### src/rtl/siggen_seq_pkg.sv
// Purpose: shared types and constants for the trigger sequencer.
// Latency: n/a (declarations only).
// Backpressure: n/a.
package siggen_seq_pkg;

  typedef enum logic [1:0] {
    IDLE   = 2'd0,
    DELAY  = 2'd1,
    WINDOW = 2'd2
  } state_t;

  // Bit positions inside the host control word
  localparam int CTRL_ARM = 0;
  localparam int CTRL_CLR = 1;

  localparam int DEF_FIFO_DEPTH = 16;
  localparam int DEF_TS_W       = 32;
  localparam int DEF_CNT_W      = 16;

endpackage

### src/rtl/siggen_trig_sequencer_ts_fifo.sv
// Purpose: synchronous first-word-fall-through FIFO holding trigger timestamps.
// Latency: a write is visible on dout the cycle after it is accepted.
// Backpressure: none upstream; a write while full is dropped unless a read happens in the same cycle.
// Ports: clki/rst clock and sync reset; clr empties the FIFO and beats any same-cycle write;
//        wr_en/din push; rd_en pops the head; dout is the head, valid while !empty; full/empty status.
module ts_fifo #(
  parameter int DEPTH = 16,
  parameter int W     = 32
) (
  input  logic         clki,
  input  logic         rst,
  input  logic         clr,
  input  logic         wr_en,
  input  logic [W-1:0] din,
  input  logic         rd_en,
  output logic [W-1:0] dout,
  output logic         empty,
  output logic         full
);

  localparam int AW = $clog2(DEPTH);

  logic [W-1:0] mem [DEPTH];
  // Extra MSB on each pointer tells a full FIFO apart from an empty one
  logic [AW:0]  wr_ptr;
  logic [AW:0]  rd_ptr;
  logic         do_wr;
  logic         do_rd;

  assign empty = (wr_ptr == rd_ptr);
  assign full  = (wr_ptr[AW] != rd_ptr[AW]) && (wr_ptr[AW-1:0] == rd_ptr[AW-1:0]);
  assign do_rd = rd_en & ~empty & ~clr;
  // A pop frees the slot in the same cycle, so a full FIFO still takes a simultaneous push
  assign do_wr = wr_en & ~clr & (~full | do_rd);
  assign dout  = mem[rd_ptr[AW-1:0]];

  always_ff @(posedge clki) begin
    if (rst || clr) begin
      wr_ptr <= '0;
      rd_ptr <= '0;
    end else begin
      if (do_wr) wr_ptr <= wr_ptr + (AW+1)'(1);
      if (do_rd) rd_ptr <= rd_ptr + (AW+1)'(1);
    end
  end

  always_ff @(posedge clki) begin
    if (do_wr && !rst) mem[wr_ptr[AW-1:0]] <= din;
  end

endmodule

### src/rtl/siggen_trig_sequencer.sv
// Purpose: turns each armed trigger rising edge into a delayed acquisition window, timestamps edges, counts them.
// Latency: edge sampled at clock k -> acq_window from cycle k+1+delay for width cycles; all outputs registered.
// Backpressure: none on trig_in; timestamp pushes into a full FIFO are dropped and flagged in ts_overflow.
// Ports: clki/rst clock and sync reset; trig_in trigger; ep_ctrl bit0 arm, bit1 clear; ep_delay/ep_width window timing;
//        acq_window/acq_start/busy sequencer outputs; trig_count/missed_count counters; ts_* timestamp FIFO readout.
module siggen_trig_sequencer
  import siggen_seq_pkg::*;
#(
  parameter int FIFO_DEPTH = DEF_FIFO_DEPTH,
  parameter int TS_W       = DEF_TS_W,
  parameter int CNT_W      = DEF_CNT_W
) (
  input  logic             clki,
  input  logic             rst,
  input  logic             trig_in,
  input  logic [31:0]      ep_ctrl,
  input  logic [TS_W-1:0]  ep_delay,
  input  logic [TS_W-1:0]  ep_width,
  output logic             acq_window,
  output logic             acq_start,
  output logic             busy,
  output logic [CNT_W-1:0] trig_count,
  output logic [CNT_W-1:0] missed_count,
  output logic [TS_W-1:0]  ts_dout,
  output logic             ts_empty,
  output logic             ts_full,
  input  logic             ts_rd_en,
  output logic             ts_overflow
);

  localparam logic [TS_W-1:0]  TS_ONE  = TS_W'(1);
  localparam logic [CNT_W-1:0] CNT_ONE = CNT_W'(1);

  state_t          state;
  logic            trig_d;
  logic            armed;
  logic [TS_W-1:0] timestamp;
  logic [TS_W-1:0] dly_r;
  logic [TS_W-1:0] wid_r;
  logic [TS_W-1:0] cnt;

  logic arm_lvl;
  logic clr;
  logic rise;
  logic live;
  logic take;
  logic accept;
  logic miss;
  logic push;
  logic unused_ctrl;

  assign arm_lvl     = ep_ctrl[CTRL_ARM];
  assign clr         = ep_ctrl[CTRL_CLR];
  assign unused_ctrl = ^ep_ctrl[31:2];
  assign rise        = trig_in & ~trig_d;
  // Disarm takes priority in the cycle the arm level drops, so no edge is accepted then
  assign live        = armed & arm_lvl;
  assign take        = live & rise;
  assign accept      = take & (state == IDLE);
  assign miss        = take & (state != IDLE);
  assign push        = take & ~clr;

  always_ff @(posedge clki) begin
    if (rst) begin
      state        <= IDLE;
      trig_d       <= 1'b0;
      armed        <= 1'b0;
      timestamp    <= '0;
      dly_r        <= '0;
      wid_r        <= '0;
      cnt          <= '0;
      acq_window   <= 1'b0;
      acq_start    <= 1'b0;
      busy         <= 1'b0;
      trig_count   <= '0;
      missed_count <= '0;
      ts_overflow  <= 1'b0;
    end else begin
      trig_d    <= trig_in;
      armed     <= arm_lvl;
      acq_start <= 1'b0;

      // Delay/width only change on an arm rising transition
      if (arm_lvl && !armed) begin
        timestamp <= '0;
        dly_r     <= ep_delay;
        wid_r     <= ep_width;
      end else if (armed) begin
        timestamp <= timestamp + TS_ONE;
      end

      if (!live) begin
        state      <= IDLE;
        cnt        <= '0;
        acq_window <= 1'b0;
        busy       <= 1'b0;
      end else begin
        case (state)
          IDLE: begin
            if (rise) begin
              cnt <= '0;
              if (dly_r != '0) begin
                state <= DELAY;
                busy  <= 1'b1;
              end else if (wid_r != '0) begin
                state      <= WINDOW;
                acq_window <= 1'b1;
                acq_start  <= 1'b1;
                busy       <= 1'b1;
              end
            end
          end
          DELAY: begin
            if (cnt == dly_r - TS_ONE) begin
              cnt <= '0;
              if (wid_r != '0) begin
                state      <= WINDOW;
                acq_window <= 1'b1;
                acq_start  <= 1'b1;
              end else begin
                state <= IDLE;
                busy  <= 1'b0;
              end
            end else begin
              cnt <= cnt + TS_ONE;
            end
          end
          WINDOW: begin
            if (cnt == wid_r - TS_ONE) begin
              cnt        <= '0;
              state      <= IDLE;
              acq_window <= 1'b0;
              busy       <= 1'b0;
            end else begin
              cnt <= cnt + TS_ONE;
            end
          end
          default: begin
            state      <= IDLE;
            cnt        <= '0;
            acq_window <= 1'b0;
            busy       <= 1'b0;
          end
        endcase
      end

      if (clr) begin
        trig_count   <= '0;
        missed_count <= '0;
        ts_overflow  <= 1'b0;
      end else begin
        if (accept && trig_count != '1)   trig_count   <= trig_count + CNT_ONE;
        if (miss && missed_count != '1)   missed_count <= missed_count + CNT_ONE;
        if (push && ts_full && !ts_rd_en) ts_overflow  <= 1'b1;
      end
    end
  end

  ts_fifo #(
    .DEPTH (FIFO_DEPTH),
    .W     (TS_W)
  ) u_ts_fifo (
    .clki  (clki),
    .rst   (rst),
    .clr   (clr),
    .wr_en (push),
    .din   (timestamp),
    .rd_en (ts_rd_en),
    .dout  (ts_dout),
    .empty (ts_empty),
    .full  (ts_full)
  );

endmodule

### config.mk
export PLATFORM = sky130hd
export DESIGN_NAME = siggen_trig_sequencer
export DESIGN_NICKNAME = d
export VERILOG_FILES = /design/src/rtl/siggen_seq_pkg.sv /design/src/rtl/siggen_trig_sequencer_ts_fifo.sv /design/src/rtl/siggen_trig_sequencer.sv
export SDC_FILE = /design/constraint.sdc
export NUM_CORES = 1
export LEC_CHECK = 0
export ABC_AREA = 0
export ABC_CLOCK_PERIOD_IN_PS = 13600
export BUFFER_PORTS_ARGS = -buffer_cell sky130_fd_sc_hd__buf_2
export CAP_MARGIN = 10
export CELL_PAD_IN_SITES_DETAIL_PLACEMENT = 1
export CELL_PAD_IN_SITES_GLOBAL_PLACEMENT = 2
export CORE_MARGIN = 3
export CORE_UTILIZATION = 28
export CTS_CLUSTER_DIAMETER = 120
export DETAILED_ROUTE_END_ITERATION = 16
export GPL_ROUTABILITY_DRIVEN = 0
export PLACE_DENSITY = 0.56
export SLEW_MARGIN = 10
export SYNTH_ARGS = -nofsm -noshare
export SYNTH_HDL_FRONTEND = slang
export SYNTH_SLANG_ARGS = --single-unit
### constraint.sdc
create_clock -name clki -period 13.6 [get_ports clki]
set_input_delay 0.68 -clock clki [delete_from_list [all_inputs] [get_ports clki]]
set_output_delay 0.68 -clock clki [all_outputs]
set_load 0.05 [all_outputs]
Word level (Yosys, flattened, before mapping) --
Memories as Yosys holds them, arrays and structs flattened. A register that Yosys moved wholly into a read port is not among the register bits. Cells that the tools add are included.
Operators by class: bitwise logic cells 16, mux-type cells 32, reductions and logical operators 21, equal/unequal tests 15, add/sub/neg operators 8
Operator list (number):
- $mux W32 | 3
- $pmux W32 S3 | 1
- $add A32 B1 Y32 const B | 2
- $eq A32 B32 Y1 | 2
- $reduce_bool A32 Y1 | 2
- $sub A32 B1 Y32 const B | 2
- $add A16 B1 Y16 const B | 2
- $ne A16 B16 Y1 const B | 2
- $mux W1 | 16
- $mux W2 | 6
- $add A5 B1 Y5 const B | 2
- $and A1 B1 Y1 | 10
- $ne A2 B2 Y1 const B | 5
- $mux W4 | 2
- $reduce_and A4 Y1 | 2
- $logic_and A1 B1 Y1 | 7
- $pmux W1 S3 | 2
- $pmux W2 S3 | 1
- $reduce_or A2 Y1 | 3
- $eq A5 B5 Y1 | 1
- $not A1 Y1 | 5
- $reduce_and A5 Y1 | 1
- $eq A4 B4 Y1 | 1
- $logic_not A1 Y1 | 3
- other kinds (9) | 9
Storage, ports and cells: output and inout port bits 70, memory bits (writable) 512, register bits after elaboration 178, input port bits 100, word-level logic and storage cells 108, memories kept 1
Memory list:
- u_ts_fifo.mem | depth 16, width 32, read ports 1, clocked after Yosys merged registers in 1, write ports 1, line siggen_trig_sequencer_ts_fifo.sv:23 | logic [W-1:0] mem [DEPTH];

Logic depth before layout (Yosys ltp) --
word-level depth 9, mapped depth 15, depth with buffers taken out 11

Modules after synthesis --
From an unflattened synthesis, not the netlist that was laid out.
Unflattened totals: cell total of the unflattened synthesis 2010, area total of the unflattened synthesis 29473.3 sq um
Modules (own cells, without submodules):
- ts_fifo | instances 1, cells each 804, area an instance 20213.1 sq um, seq. area each 15655.0 sq um
- siggen_trig_sequencer | instances 1, cells each 1206, area an instance 9260.1 sq um, seq. area each 3363.2 sq um

Worst setup path after synthesis --
OpenSTA, ideal clock, no wires.
path type input -> register, start input port trig_in, end memory u_ts_fifo.mem[0][0], enable pin, library setup time 0.461 ns, data arrival time 3.932 ns, stages 6, slack 9.207 ns, required time 13.139 ns, path buffers 0, cells stage by stage nor2b_1 > nand3_1 > a211o_1 > nor2_1 > nand2_1 > nor3_1
On the way: word-level cells in the longest chain between the ends 8
RTL lines:
- start, declared | line siggen_trig_sequencer.sv:15 | input logic trig_in,
- $and A1 B1 Y1 | line siggen_trig_sequencer.sv:55 | assign rise = trig_in & ~trig_d;
- $and A1 B1 Y1 | line siggen_trig_sequencer.sv:58 | assign take = live & rise;
- $and A1 B1 Y1 | line siggen_trig_sequencer.sv:61 | assign push = take & ~clr;
- $and A1 B1 Y1 (2 in a row) | line siggen_trig_sequencer_ts_fifo.sv:34 | assign do_wr = wr_en & ~clr & (~full | do_rd);
- $logic_and A1 B1 Y1 | line siggen_trig_sequencer_ts_fifo.sv:48 | if (do_wr && !rst) mem[wr_ptr[AW-1:0]] <= din;
- $mux W1 | line siggen_trig_sequencer_ts_fifo.sv:48
- $mux W1 (implied by the code) | line siggen_trig_sequencer_ts_fifo.sv:48
- end, declared | line siggen_trig_sequencer_ts_fifo.sv:23
No other way between the ends.

Final worst setup path --
start register dly_r[0], end register cnt[3]
On the way: word-level cells in the longest chain between the ends 4
RTL lines:
- start, declared | line siggen_trig_sequencer.sv:38 | logic [TS_W-1:0] dly_r;
- start signal, assigned | line siggen_trig_sequencer.sv:86 | dly_r <= ep_delay;
- $sub A32 B1 Y32 | line siggen_trig_sequencer.sv:114 | if (cnt == dly_r - TS_ONE) begin
- $eq A32 B32 Y1 | line siggen_trig_sequencer.sv:114
- $mux W32 | line siggen_trig_sequencer.sv:114
- $pmux W32 S3 | line siggen_trig_sequencer.sv:98 | case (state)
- end signal, assigned | line siggen_trig_sequencer.sv:125 | cnt <= cnt + TS_ONE;
- end signal, assigned | line siggen_trig_sequencer.sv:135 | cnt <= cnt + TS_ONE;
- end, declared | line siggen_trig_sequencer.sv:40 | logic [TS_W-1:0] cnt;
No other way between the ends. A chain may end at the register's enable or synchronous reset.

==> flow_summary_export.csv <==
group,metric,value,unit
status,run_status,"finished, final reports clean",
yosys,synth_edf_count,512,
power,p_int,3.57,mW
setup_path,path_cells,"inv_1, ha_1, or3b_2, or4_4, nor4_1, xnor2_1, nand3_1, a2111o_1, o41a_1, buf_4, o21ai_2, o21ai_0",
cts,path_clk_slew,0.06,ns
yosys,netlist_instances,2097,
power,fin_total_pwr,4.60,mW
yosys,synth_top_area_cell,"edfxtp_1",
yosys,synth_seq_area_share,64.2,%
layout,drive_above_1_share,21.6,%
sta,finalCritPeriodShare,34.5,%
sta,finalClockSkew,0.0359,ns
power,ir_worst_vdd,0.0777,mV
die,coreArea,0.104,mm^2
setup_path,path_delay_family,"compound AO/OA/AOI/OAI gates",
power,netSwitchingFraction,22.5,%
setup_path,path_buf_inv,2,
setup_path,criticalPathCategory,"flop to flop",
yosys,yosys_warnings,0,
sta,drv_slew,0,
cts,cts-resized-gates,0,
sta,tightest_slew,1.13,ns
global_route,grt_usage,15.2,%
run,max_cap_viol_count,0,
die,rows,118,
setup_path,critPathArrivalTime,5.18,ns
yosys,synth.cell_area,0.0296,mm^2
routing,ant_nets,0,
setup_path,crit_required,14.09,ns
layout,layoutNonFillerInstCount,3666,
placed_design,dpl.cell_count,3513,
yosys,synthArstFlopShare,0,%
cts,cts_buffer_depth,3,
power,p_sw,1.03,mW
sta,rsz0062_at_grt,"false",
setup_path,critPathMaxStageDelay,0.71,ns
global_route,grt_pass1_vias,19400,
setup_path,cp_max_fo,26,
sta,period_minus_slack,4.69,ns
cts,ctsRootBufferMaster,"clkbuf_16",
power,power.share.clock,46.7,%
setup_path,critPathSlowestCell,"o21ai_2",
cts,cts_hold_buf,0,
sta,max_freq,213,MHz
yosys,synth_nets,2211,
power,power.leakage,11.6,nW
cts,cts.sinks,694,
die,die_w,331,um
layout,final_nets,2330,
yosys,synthTopCellsByArea,"edfxtp_1 52%, dfxtp_1 12%, mux4_2 12%",
power,power_frac_seq,49.5,%
yosys,synthFlopType,"edfxtp_1",
setup_path,crit_path_start_kind,"flop",
cts,cts_tree,"built",
cts,cts.htree.levels,3,
sta,finalSetupViolCount,0,
global_route,grt_pass1_wl,125,mm
cts,numCtsBuffers,81,
power,p_per_area,133,mW/mm^2
layout,postLayoutCoreUtil,33.1,%
routing,num_vias,18000,
hold_path,hp-class,"input pin to flop",
routing,drtIter0Drc,981,
sta,hold_viol_final,0,
cts,cts_setup_buffers,0,
routing,finalWirelength,82.7,mm
cts,clk_latency,0.65,ns
layout,most-common-layout-cells,"512 x edfxtp_1, 256 x nand2_1, 178 x dfxtp_1",
yosys,synth.distinct_cells,81,
sta,relSlewSlack,23.7,%
routing,vias_per_cell,4.91,
placed_design,portBuffers,139,
global_route,grt-ovfl-total,0,
sta,setup_tns,0,ns
yosys,ys_ff_latch,694,
die,start_util,28.4,%
layout,area_delta_synth_final,16.7,%
yosys,synth_top_area_share,51.9,%
yosys,syn_area_per_cell,14.1,um^2
layout,final_common_cell,"edfxtp_1",
placed_design,hpwl,49.5,mm
die,io_pins,170,
power,pwr-share-comb,3.8,%
routing,routedWlPerCell,22.6,um
routing,dr.pass1.iters,5,
global_route,grt_max_degree,93,
global_route,antenna_found_initial,7,
die,dieHeight,331,um
routing,drcViolationCount,0,
setup_path,end_kind,"flop",
die,die_area,0.110,mm^2
==> cell families after synthesis <==
logic type	synth area share, %
xor+xnor	4.08
mux	12.4
simple gates	11.5
fa+ha+maj	0.592
compound gates	5.03
buf+inv	2.14
flops	64.2
==> metal layers <==
metal | vias to the layer above | global-route usage, % | share of wire, %
li1 | 8238 | - | -
met1 | 9336 | 18.5 | 42
met2 | 294 | 27.7 | 52
met3 | 128 | 2.65 | 3.4
met4 | 2 | 3.74 | 2.1
met5 | - | 0 | 0.016
==> synth_stat cells, types with 6 or more instances <==
master    count
edfxtp_1    512
nand2_1     256
dfxtp_1     182
mux4_2      160
nor2_1      134
clkbuf_1    102
a21oi_1      87
xor2_1       78
xnor2_1      60
nand3_1      55
nor3_1       40
nor4_1       30
o21ai_0      29
nand4_1      28
inv_1        26
or3_1        24
and3_1       23
buf_1        17
nor2b_1      17
o221ai_1     17
and2_1       15
ha_1         14
or4_1        14
nand2b_1     12
o21ai_1      10
a31oi_1       8
and4_1        8
mux2i_1       8
o211ai_1      8
nor3b_1       7
o31ai_1       7
nor4b_1       6
==> final cells by class <==
class / instances / area [um^2]
well taps: 1380 / 1730
repair buffers: 167 / 918
inverters: 26 / 97.6
diodes: 2 / 5.00
fillers: 10900 / 69700
clock buffers: 111 / 2240
clock inverters: 40 / 430
flip-flops and latches: 694 / 19000
multi-input cells: 1246 / 10100
==> registers in the layout (all words and copies together) (netlist names), named ones only <==
signal,count
acq_start,1
acq_window,1
armed,1
busy,1
cnt,32
dly_r,32
missed_count,16
state,2
timestamp,32
trig_count,16
trig_d,1
ts_overflow,1
u_ts_fifo.mem,512
u_ts_fifo.rd_ptr,5
u_ts_fifo.wr_ptr,5
wid_r,32
==> power groups by stage <==
stage,sequential (mW),clock [mW],combinational [mW]
after floorplan,2.31,0,0.129
after global placement,2.32,0,0.172
after global routing,2.28,2.31,0.196
after CTS,2.28,2.22,0.176
final,2.28,2.15,0.174
after detailed placement,2.32,0,0.175
==> through the flow <==
step           cell area [um^2]  hold WS [ns]  setup slack (ns)
6_report                  34500         0.276              8.91
5_1_grt                   34500         0.249              8.68
4_1_cts                   34500         0.222              8.85
3_5_place_dp              31900         0.479              8.95
3_3_place_gp              31900         0.452              8.99
2_1_floorplan             29600         0.455              9.21
==> path summary, 6_finish.rpt <==
kind / startpoint / end / slack [ns] / cells past startpoint
hold reg to reg: ts_overflow / ts_overflow / 0.48 / 2
setup / recovery: dly_r[0] / cnt[3] / 8.91 / 12
setup reg to reg: dly_r[0] / cnt[3] / 8.91 / 12
hold / removal: trig_in / trig_d / 0.28 / 2
==> worst register-to-register path, cell delays in order, from the launching register on <==
cell and delay (ns):
dfxtp_1 0.39, inv_1 0.09, ha_1 0.21, or3b_2 0.55, or4_4 0.56, nor4_1 0.42
xnor2_1 0.25, nand3_1 0.12, a2111o_1 0.33, o41a_1 0.42, buf_4 0.24, o21ai_2 0.72
o21ai_0 0.22
(Power assumes the default switching activity.)
